[src/rtl/seven_seg_scan_ctrl.sv]
// Multiplexed packed-BCD display scanner feeding one shared 7-seg decoder.
// Loads are double-buffered and committed only at frame boundaries.
module seven_seg_scan_ctrl #(
    parameter int NUM_DIGITS       = 4,
    parameter int REFRESH_DIV      = 50000,
    parameter int ANODE_ACTIVE_LOW = 1
) (
    input  logic                    clk,
    input  logic                    rst,
    input  logic                    load,
    input  logic [4*NUM_DIGITS-1:0] bcd_in,
    input  logic [NUM_DIGITS-1:0]   dp_in,
    input  logic                    blank_lz,
    output logic [3:0]              digit_bcd,
    output logic [NUM_DIGITS-1:0]   an,
    output logic                    dp,
    output logic                    frame_start,
    output logic                    err
);

    localparam int PW = (REFRESH_DIV > 1) ? $clog2(REFRESH_DIV) : 1;
    localparam int IW = (NUM_DIGITS > 1) ? $clog2(NUM_DIGITS) : 1;
    localparam logic [PW-1:0] P_LAST = PW'(REFRESH_DIV - 1);
    localparam logic [IW-1:0] I_LAST = IW'(NUM_DIGITS - 1);
    localparam logic [NUM_DIGITS-1:0] AN_OFF =
        (ANODE_ACTIVE_LOW != 0) ? '1 : '0;

    logic [PW-1:0]           prescaler;
    logic [IW-1:0]           idx;
    logic [IW-1:0]           out_idx;
    logic                    fresh;
    logic [4*NUM_DIGITS-1:0] disp;
    logic [NUM_DIGITS-1:0]   disp_dp;
    logic [4*NUM_DIGITS-1:0] pend;
    logic [NUM_DIGITS-1:0]   pend_dp;
    logic                    pend_valid;

    logic                    tick;
    logic                    wrap;
    logic                    pend_bad;
    logic [3:0]              cur;
    logic                    cur_dp;
    logic                    cur_lz;
    logic                    lz_run;
    logic [NUM_DIGITS-1:0]   onehot;
    logic [NUM_DIGITS-1:0]   an_on;
    logic                    blanked;

    assign tick = (prescaler == P_LAST);
    assign wrap = tick && (idx == I_LAST);

    always_comb begin
        pend_bad = 1'b0;
        for (int k = 0; k < NUM_DIGITS; k++) begin
            if (pend[4*k +: 4] > 4'd9) pend_bad = 1'b1;
        end
    end

    // Walk from the most significant digit so lz_run says "this digit and
    // everything above it is zero" at the point the active digit is found.
    always_comb begin
        cur    = 4'h0;
        cur_dp = 1'b0;
        cur_lz = 1'b0;
        lz_run = 1'b1;
        onehot = '0;
        for (int k = NUM_DIGITS - 1; k >= 0; k--) begin
            lz_run = lz_run && (disp[4*k +: 4] == 4'h0);
            if (idx == IW'(k)) begin
                cur       = disp[4*k +: 4];
                cur_dp    = disp_dp[k];
                cur_lz    = lz_run;
                onehot[k] = 1'b1;
            end
        end
    end

    assign an_on   = (ANODE_ACTIVE_LOW != 0) ? ~onehot : onehot;
    assign blanked = blank_lz && (idx != '0) && cur_lz;

    always_ff @(posedge clk) begin
        if (rst) begin
            prescaler   <= '0;
            idx         <= '0;
            out_idx     <= '0;
            fresh       <= 1'b1;
            disp        <= '0;
            disp_dp     <= '0;
            pend        <= '0;
            pend_dp     <= '0;
            pend_valid  <= 1'b0;
            err         <= 1'b0;
            digit_bcd   <= 4'hF;
            an          <= AN_OFF;
            dp          <= 1'b0;
            frame_start <= 1'b0;
        end else begin
            prescaler <= tick ? '0 : prescaler + PW'(1);
            if (tick) idx <= wrap ? '0 : idx + IW'(1);

            if (wrap && pend_valid) begin
                disp       <= pend;
                disp_dp    <= pend_dp;
                err        <= pend_bad;
                pend_valid <= 1'b0;
            end
            // A load on the commit cycle refills pend after the old
            // contents have been taken.
            if (load) begin
                pend       <= bcd_in;
                pend_dp    <= dp_in;
                pend_valid <= 1'b1;
            end

            if (blanked) begin
                digit_bcd <= 4'hF;
                an        <= AN_OFF;
                dp        <= 1'b0;
            end else begin
                digit_bcd <= (cur > 4'd9) ? 4'hF : cur;
                an        <= an_on;
                dp        <= cur_dp;
            end

            frame_start <= (idx == '0) && (fresh || (out_idx != '0));
            out_idx     <= idx;
            fresh       <= 1'b0;
        end
    end

endmodule

[config.mk]
export PLATFORM = sky130hd
export DESIGN_NAME = seven_seg_scan_ctrl
export DESIGN_NICKNAME = d
export VERILOG_FILES = /design/src/rtl/seven_seg_scan_ctrl.sv
export SDC_FILE = /design/constraint.sdc
export NUM_CORES = 1
export LEC_CHECK = 0
export CORE_ASPECT_RATIO = 1.5
export CORE_MARGIN = 4
export CORE_UTILIZATION = 45
export CTS_CLUSTER_DIAMETER = 50
export DETAILED_ROUTE_END_ITERATION = 8
export GPL_TIMING_DRIVEN = 0
export HOLD_SLACK_MARGIN = 0.06
export PLACE_DENSITY = 0.64
export SYNTH_ARGS = -nofsm -noshare
export SYNTH_HDL_FRONTEND = slang
export SYNTH_SLANG_ARGS = --single-unit
[constraint.sdc]
create_clock -name clk -period 5.8 [get_ports clk]
set_clock_uncertainty 0.15 [all_clocks]
set_input_delay 1.45 -clock clk [delete_from_list [all_inputs] [get_ports clk]]
set_output_delay 1.45 -clock clk [all_outputs]
set_load 0.03 [all_outputs]
-- Yosys cells after proc, flatten, opt, wreduce, memory -nomap -nowiden
Index checks and enable logic that the tools add are counted.
- bitwise operators: 1
- div/mod/pow operators: 0
- $mul: 0
- $lt $le $gt $ge: 5
- reduce and logical (&&, ||, !) cells: 20
- $add $sub $neg: 2
- equality and inequality tests: 4
- muxes and demuxes: 24
- shift-type cells: 0
- operator list (kind ; count):
    4-bit > comparator (second input constant) ; 5
    1-bit 2-to-1 mux ; 19
    16-bit by 1-bit adder with 16-bit output (second input constant) ; 1
    16-bit equality test (second input constant) ; 1
    4-bit zero test ; 4
    4-bit 2-to-1 mux ; 4
    1-bit logical AND ; 8
    2-bit nonzero test ; 3
    2-bit equality test (second input constant) ; 2
    4-bit inverter ; 1
    2-bit OR reduction ; 2
    3-bit OR reduction ; 1
    2-bit by 1-bit adder with 2-bit output (second input constant) ; 1
    2-bit by 1-bit equality test with 1-bit output (second input constant) ; 1
    2-bit zero test ; 1
    2-bit 2-to-1 mux ; 1
    1-bit logical OR ; 1
- latch bits: 0
- memories: 0
- register bits: 73
- input bits: 24
- memory bits (writable): 0
- output and inout port bits: 11
- word-level logic and storage cells: 70
- memory bits (read-only): 0

-- Logic depth before layout (Yosys ltp)
Gate-level depths: netlist of run 1.
- depth in word-level cells: 7
- mapped depth: 7
- depth with buffers taken out: 6

-- Worst setup path before layout of run 1
OpenSTA, ideal clock, no wires.
- kind: input -> register
- from: in blank_lz
- to: reg dp
- arrival time: 2.514 ns
- slack: 3.018 ns
- buffers on the path: 0
- required time: 5.532 ns
- setup time: 0.118 ns
- stages: 4
- cell sequence: or4b_2 -> nor3_1 -> a31oi_1 -> nor2b_1
- longest elaborated chain between the ends: 3
- ends and longest elaborated chain (element ; RTL line ; source):
    start, declared ; 13 ; input logic blank_lz,
    1-bit logical AND (2 in a row) ; 79 ; assign blanked = blank_lz && (idx != '0) && cur_lz;
    2-bit OR reduction (no source line) ; - ;
    end signal, assigned ; 122 ; dp <= cur_dp;
    end, declared ; 16 ; output logic dp,
No other way between the ends.
A chain may end at the register's enable or synchronous reset.

-- Worst setup path after layout of run 1
Ends and elaborated chain as after synthesis.

==> results of run 1 <==
metrics by stage:
step	power (W)	instances	setup WS, ps	hold WS, ps
2_1_floorplan	0.000567	333	3020	265
3_3_place_gp	0.000596	442	2430	283
3_5_place_dp	0.000597	442	2400	283
4_1_cts	0.000999	458	2760	305
5_1_grt	0.00103	458	2670	323
6_report	0.000986	458	2770	298
logic make-up (layout without fill, tap and decap cells):
family / count (synthesis) / count (layout)
AOI/OAI and AO/OA: 49 / 49
xor gates and xnor gates: 14 / 14
DFF: 73 / 73
buffers and inverters: 35 / 84
and+or+nand+nor: 135 / 135
muxes: 22 / 22
adders and majority gates: 5 / 5
flip-flops by register name (all words and copies together) (netlist names):
register     cells
pend_dp          4
prescaler       16
fresh            1
out_idx          2
digit_bcd        4
an               4
err              1
disp_dp          4
frame_start      1
dp               1
pend_valid       1
pend            16
idx              2
disp            16
synthesized netlist by cell type, drive strengths merged:
master | count | share of area, %
a22oi | 2 | 0.49
a31oi | 3 | 0.61
a21o | 1 | 0.24
nand3b | 3 | 0.73
nand2 | 13 | 1.6
a221oi | 2 | 0.57
or2 | 1 | 0.20
a211oi | 3 | 0.73
nand2b | 21 | 4.3
o31ai | 3 | 0.73
xnor2 | 13 | 3.7
nand3 | 7 | 1.1
and2 | 1 | 0.20
nor4 | 6 | 1.7
nor3b | 2 | 0.49
mux2 | 1 | 0.37
xor2 | 1 | 0.28
or4b | 3 | 0.98
clkbuf | 14 | 1.7
buf | 9 | 1.7
nor2 | 48 | 5.9
mux2i | 21 | 6.8
nor2b | 1 | 0.20
inv | 12 | 1.5
o21bai | 1 | 0.24
o21ai | 25 | 4.1
ha | 5 | 2.0
nand4 | 3 | 0.61
a21oi | 5 | 0.81
nand4b | 21 | 6.0
o41ai | 1 | 0.28
a311oi | 1 | 0.28
o211ai | 1 | 0.24
nor3 | 5 | 0.81
dfxtp | 73 | 48
a41oi | 1 | 0.28
routing by layer:
metal  up-vias  part of all wire [%]
met5         -                     0
met4         0                   4.5
met3        22                   3.7
met2        51                    47
met1      1101                    45
li1       1250                     -
where the power goes:
group	switching, W	leakage [nW]	total (W)	internal (W)
Sequential	0.00000841	0.596	0.000522	0.000514
Clock	0.000188	0.100	0.000402	0.000213
Combinational	0.0000282	0.650	0.0000623	0.0000341
Total	0.000225	1.35	0.000986	0.000762
final cells by class:
class                      instances  area (sq um)  area share (%)
clock buffer                      11           141            3.82
sequential                        73          1460            39.4
clock inverter                     5          63.8            1.72
buffer                            23           104            2.80
inverter                          12          45.0            1.22
timing repair buffer              33           330            8.92
multi-input combinational        225          1460            39.5
tap                               76          95.1            2.57
final timing paths:
| kind | startpoint | to | slack [ps] | cells after the start |
|---|---|---|---|---|
| worst max-delay path | blank_lz | dp | 2770 | 5 |
| worst min-delay path | fresh | frame_start | 300 | 2 |
| worst max register to register | prescaler[0] | prescaler[10] | 3480 | 7 |
| worst min register to register | fresh | frame_start | 300 | 2 |
placed cells by master, fill, tap and decap left out, types with 7 or more instances in the layout:
cell,n
nand3_1,7
clkdlybuf4s50_1,33
clkbuf_1,15
o21ai_1,18
nor2_1,48
inv_1,12
xnor2_1,13
dfxtp_1,73
mux2i_1,21
nand2b_1,21
clkbuf_8,10
nand4b_1,21
o21ai_0,7
nand2_1,13
critical path: stages:
cell and delay (ps):
clkdlybuf4s50_1 460, or4b_2 580, nor3_1 160, a31oi_1 260, nor2b_1 220
==> impl_metrics.py, run 1 <==
metrics = {
    "clock_network": {
        "cts_setup_buffers": 0,
        "cts_resized": 0,
        "cts_max_path_buffers": 2,
        "path_clk_slew_ps": 80,
        "insertion_delay_ps": 340,
        "cts_made_buffers": 9,
        "cts-root-buf": "clkbuf_8",
        "clock_sinks": 73,
        "ctsHtreeMaxLevel": 3,
        "cts_tree": "yes",
        "cts_hold_buffers": 0,
    },
    "yosys": {
        "muxShareOfSynthArea_pct": 7.20,
        "synthXorXnorAreaFrac_pct": 3.99,
        "syn_nets": 362,
        "ys_types": 41,
        "synth_cells": 333,
        "ys_warn_count": 0,
        "synthSimpleGateAreaFrac_pct": 24.8,
        "ys_seq_area_share_pct": 47.5,
        "synthAdderAreaFrac_pct": 2.04,
        "syn_area_sq_um": 3070,
        "ys_ff_latch": 73,
        "synth_top_family_by_area": "simple AND/OR/NAND/NOR gates",
        "avgSynthCellArea_sq_um": 9.23,
        "synth_compound_area_share_pct": 9.61,
    },
    "floorplan": {
        "die_w_um": 75.5,
        "die_y_um": 109,
        "die_area_sq_um": 8250,
        "coreArea_sq_um": 6580,
        "rows": 36,
        "initial_core_util_pct": 46.7,
        "io_pins": 35,
    },
    "layout": {
        "postLayoutCoreUtil_pct": 56.3,
        "nets": 406,
        "area_growth_pct": 20.5,
        "design_area_sq_um": 3700,
        "num-fill-cells": 631,
        "n_antenna_cell": 0,
        "drive_above_1_share_pct": 6.28,
    },
    "sta": {
        "max_freq_mhz": 330,
        "period_needed_ps": 3030,
        "worst_slew_pin_slew_ps": 718,
        "setup_violations": 0,
        "rsz0062_at_grt": "false",
        "hold_viol": 0,
        "slew_headroom_pct": 52.1,
        "drv_slew": 0,
        "final.setup.tns_ps": 0,
        "min_period_over_period_pct": 52.2,
    },
    "job": {
        "cap_violations": 0,
    },
    "route": {
        "wirelength_mm": 6.59,
        "wl_per_cell_um": 14.4,
        "post-route-drc-count": 0,
        "drt-initial-drc-count": 92,
        "ant_nets": 0,
        "dr.pass1.iters": 4,
        "vias_per_cell": 5.29,
        "vias": 2424,
    },
    "setup_path": {
        "path_class": "input pin to register",
        "setup.worst_path.start_class": "input pin",
        "endpoint_kind": "register",
        "crit_arrival_ps": 3120,
        "crit_required_ps": 5890,
        "cp_max_fo": 8,
    },
    "placement": {
        "hpwl_mm": 5.00,
        "place_congestion": 0.823,
        "port_buffers": 33,
        "place_area_sq_um": 3500,
    },
    "run_status": {
        "status": "complete, no violations",
    },
    "global_route": {
        "antenna_found_initial": 0,
        "grt_pass1_vias": 2352,
        "grt_pass1_wl_mm": 11.0,
        "grtUsageMet3_pct": 3.97,
        "use_met2_pct": 28.6,
        "use_met1_pct": 21.2,
        "grt_max_degree": 14,
        "grt_use_total_pct": 17.8,
        "busiest_layer": "met2",
        "grt_overflow_total": 0,
    },
    "power_and_ir_drop": {
        "power.leakage_nw": 1.35,
        "pwr_density_cell_nw_per_um2": 266,
        "peakVddDrop_mv": 0.165,
    },
    "hold_path": {
        "worst_hold_path_type": "register to register",
    },
}
No activity file was read; power rests on OpenSTA's default activity.
==> run 2: changes to the inputs <==
clock period = 2.89 ns   (was 5.8 ns; I/O delays follow)
==> results of run 2 <==
The final DEF is identical to that of run 1. Status: complete, no violations.
Main changes from that run: setup slack after placement 2400 ps -> 218 ps; setup slack after layout 2770 ps -> 570 ps; start point of the critical path blank_lz -> prescaler[0]; end point of the critical path dp -> prescaler[10]; register-to-register setup slack 3480 ps -> 570 ps; total power 0.000986 W -> 0.00198 W; worst IR drop on VDD 0.165 mV -> 0.331 mV
==> run 3: changes to the inputs <==
PLACE_DENSITY = 0.67   (was 0.64)
clock period = 2.1 ns   (was 2.89 ns; I/O delays follow)
==> impl_metrics.py, run 3 (same netlist as run 1, synthesis figures left out) <==
metrics = {
    "layout": {
        "n_antenna_cell": 0,
        "final_cell_mix": "71 x dfxtp_1, 48 x nor2_1, 33 x clkdlybuf4s50_1",
        "layout_commonest_cell": "dfxtp_1",
        "area_growth_pct": 25.2,
        "reg_top3": "disp (16), pend (16), prescaler (16)",
        "num-fill-cells": 609,
        "drive_above_1_share_pct": 11.2,
        "stdcell_count": 460,
        "postLayoutCoreUtil_pct": 58.5,
        "nets": 408,
    },
    "sta": {
        "rsz0062_at_grt": "false",
        "whs_ps": 300,
        "final.setup.tns_ps": 0,
        "min_period_over_period_pct": 97.5,
        "hold_viol": 0,
        "period_needed_ps": 2050,
        "setup_slack_ps": 53.4,
        "setup_violations": 0,
        "slew_headroom_pct": 54.3,
        "max_freq_mhz": 489,
        "worst_slew_pin_slew_ps": 677,
        "drv_slew": 0,
    },
    "setup_path": {
        "path_cells": "clkdlybuf4s50_1",
        "crit_slowest_cell": "clkdlybuf4s50_1",
        "cp_top_family": "buffers and inverters",
        "cp_max_fo": 2,
        "slowest_delay_ps": 680,
        "worst-path-buf-inv": 1,
        "crit_required_ps": 1420,
        "setup.worst_path.start_class": "register",
        "crit_arrival_ps": 1370,
        "path_class": "register to output port",
        "endpoint_kind": "output port",
    },
    "route": {
        "vias": 2431,
        "wirelength_mm": 6.74,
        "drt-initial-drc-count": 148,
        "dr.pass1.iters": 4,
        "ant_nets": 0,
        "vias_per_cell": 5.28,
        "wl_per_cell_um": 14.7,
        "post-route-drc-count": 0,
    },
    "placement": {
        "dp.cells": 442,
        "place_congestion": 0.782,
        "place_ws_ps": -374,
        "port_buffers": 33,
        "hpwl_mm": 5.05,
    },
    "clock_network": {
        "path_clk_slew_ps": 80,
        "cts-root-buf": "clkbuf_8",
        "cts_tree": "yes",
        "ctsHtreeMaxLevel": 3,
        "cts_made_buffers": 9,
        "cts_hold_buffers": 0,
        "cts_max_path_buffers": 2,
        "clock_sinks": 73,
        "insertion_delay_ps": 350,
    },
    "global_route": {
        "grt_use_total_pct": 18.1,
        "grt_overflow_total": 0,
        "antenna_found_initial": 0,
        "grt_pass1_wl_mm": 11.0,
        "grt_pass1_vias": 2350,
        "grt_max_degree": 17,
    },
    "power_and_ir_drop": {
        "pwr_density_cell_nw_per_um2": 783,
        "peakVddDrop_mv": 0.583,
        "power.leakage_nw": 1.41,
    },
    "floorplan": {
        "die_y_um": 109,
        "coreArea_sq_um": 6580,
        "die_w_um": 75.5,
        "io_pins": 35,
        "rows": 36,
        "initial_core_util_pct": 46.7,
        "die_area_sq_um": 8250,
    },
    "run_status": {
        "status": "complete, no violations",
    },
    "job": {
        "cap_violations": 0,
    },
    "hold_path": {
        "worst_hold_path_type": "register to register",
    },
}
## run 3: changes by cell type in the layout (fill, tap and decap cells not counted), sizes merged
| cell | previous run | this run |
|---|---|---|
| bufinv | 1 | 3 |
| clkbuf | 25 | 27 |
| inv | 13 | 12 |
| clkinv | 2 | 0 |
| buf | 9 | 10 |
## run 3: worst paths after layout
kind                 startpoint          end  slack (ps)  cells after the start
setup / recovery            err          err          50                      1
hold / removal            fresh  frame_start         300                      2
setup reg to reg  prescaler[10]      disp[1]          80                      6
hold reg to reg           fresh  frame_start         300                      2
## run 3: area by class of cell
| class | count | area (sq um) | area share (%) |
|---|---|---|---|
| plain buffers | 22 | 109 | 2.83 |
| clock buffers | 12 | 165 | 4.29 |
| clock inverters | 4 | 97.6 | 2.54 |
| inverters | 12 | 45.0 | 1.17 |
| multi-input cells | 225 | 1520 | 39.4 |
| flip-flops and latches | 73 | 1470 | 38.1 |
| well taps | 76 | 95.1 | 2.47 |
| repair buffers | 36 | 353 | 9.17 |
## run 3: per-stage QoR
stage / power [W] / area, sq um
final: 0.00301 / 3850
after global routing: 0.00311 / 3850
after CTS: 0.00304 / 3810
after detailed placement: 0.00165 / 3500
after global placement: 0.00165 / 3500
after floorplan: 0.00157 / 3070
## run 3: per-layer routing
metal / part of all wire, % / vias up / GRT usage, %
met5: 0 / - / 0
met4: 5.6 / 0 / 14.0
met3: 3.7 / 27 / 4.06
met2: 51 / 57 / 29.9
met1: 39 / 1097 / 19.2
li1: - / 1250 / -
## run 3: power by group
| group | switching (W) | internal (W) |
|---|---|---|
| registers | 0.0000237 | 0.00142 |
| logic | 0.0000801 | 0.0000946 |
| clock network | 0.000509 | 0.000886 |
## run 3: what timing repair did
item	in CTS	in global routing
endpoints found under the setup margin	46	63
gates resized for setup	9	19
pin swaps	3	4
setup buffers	2	1
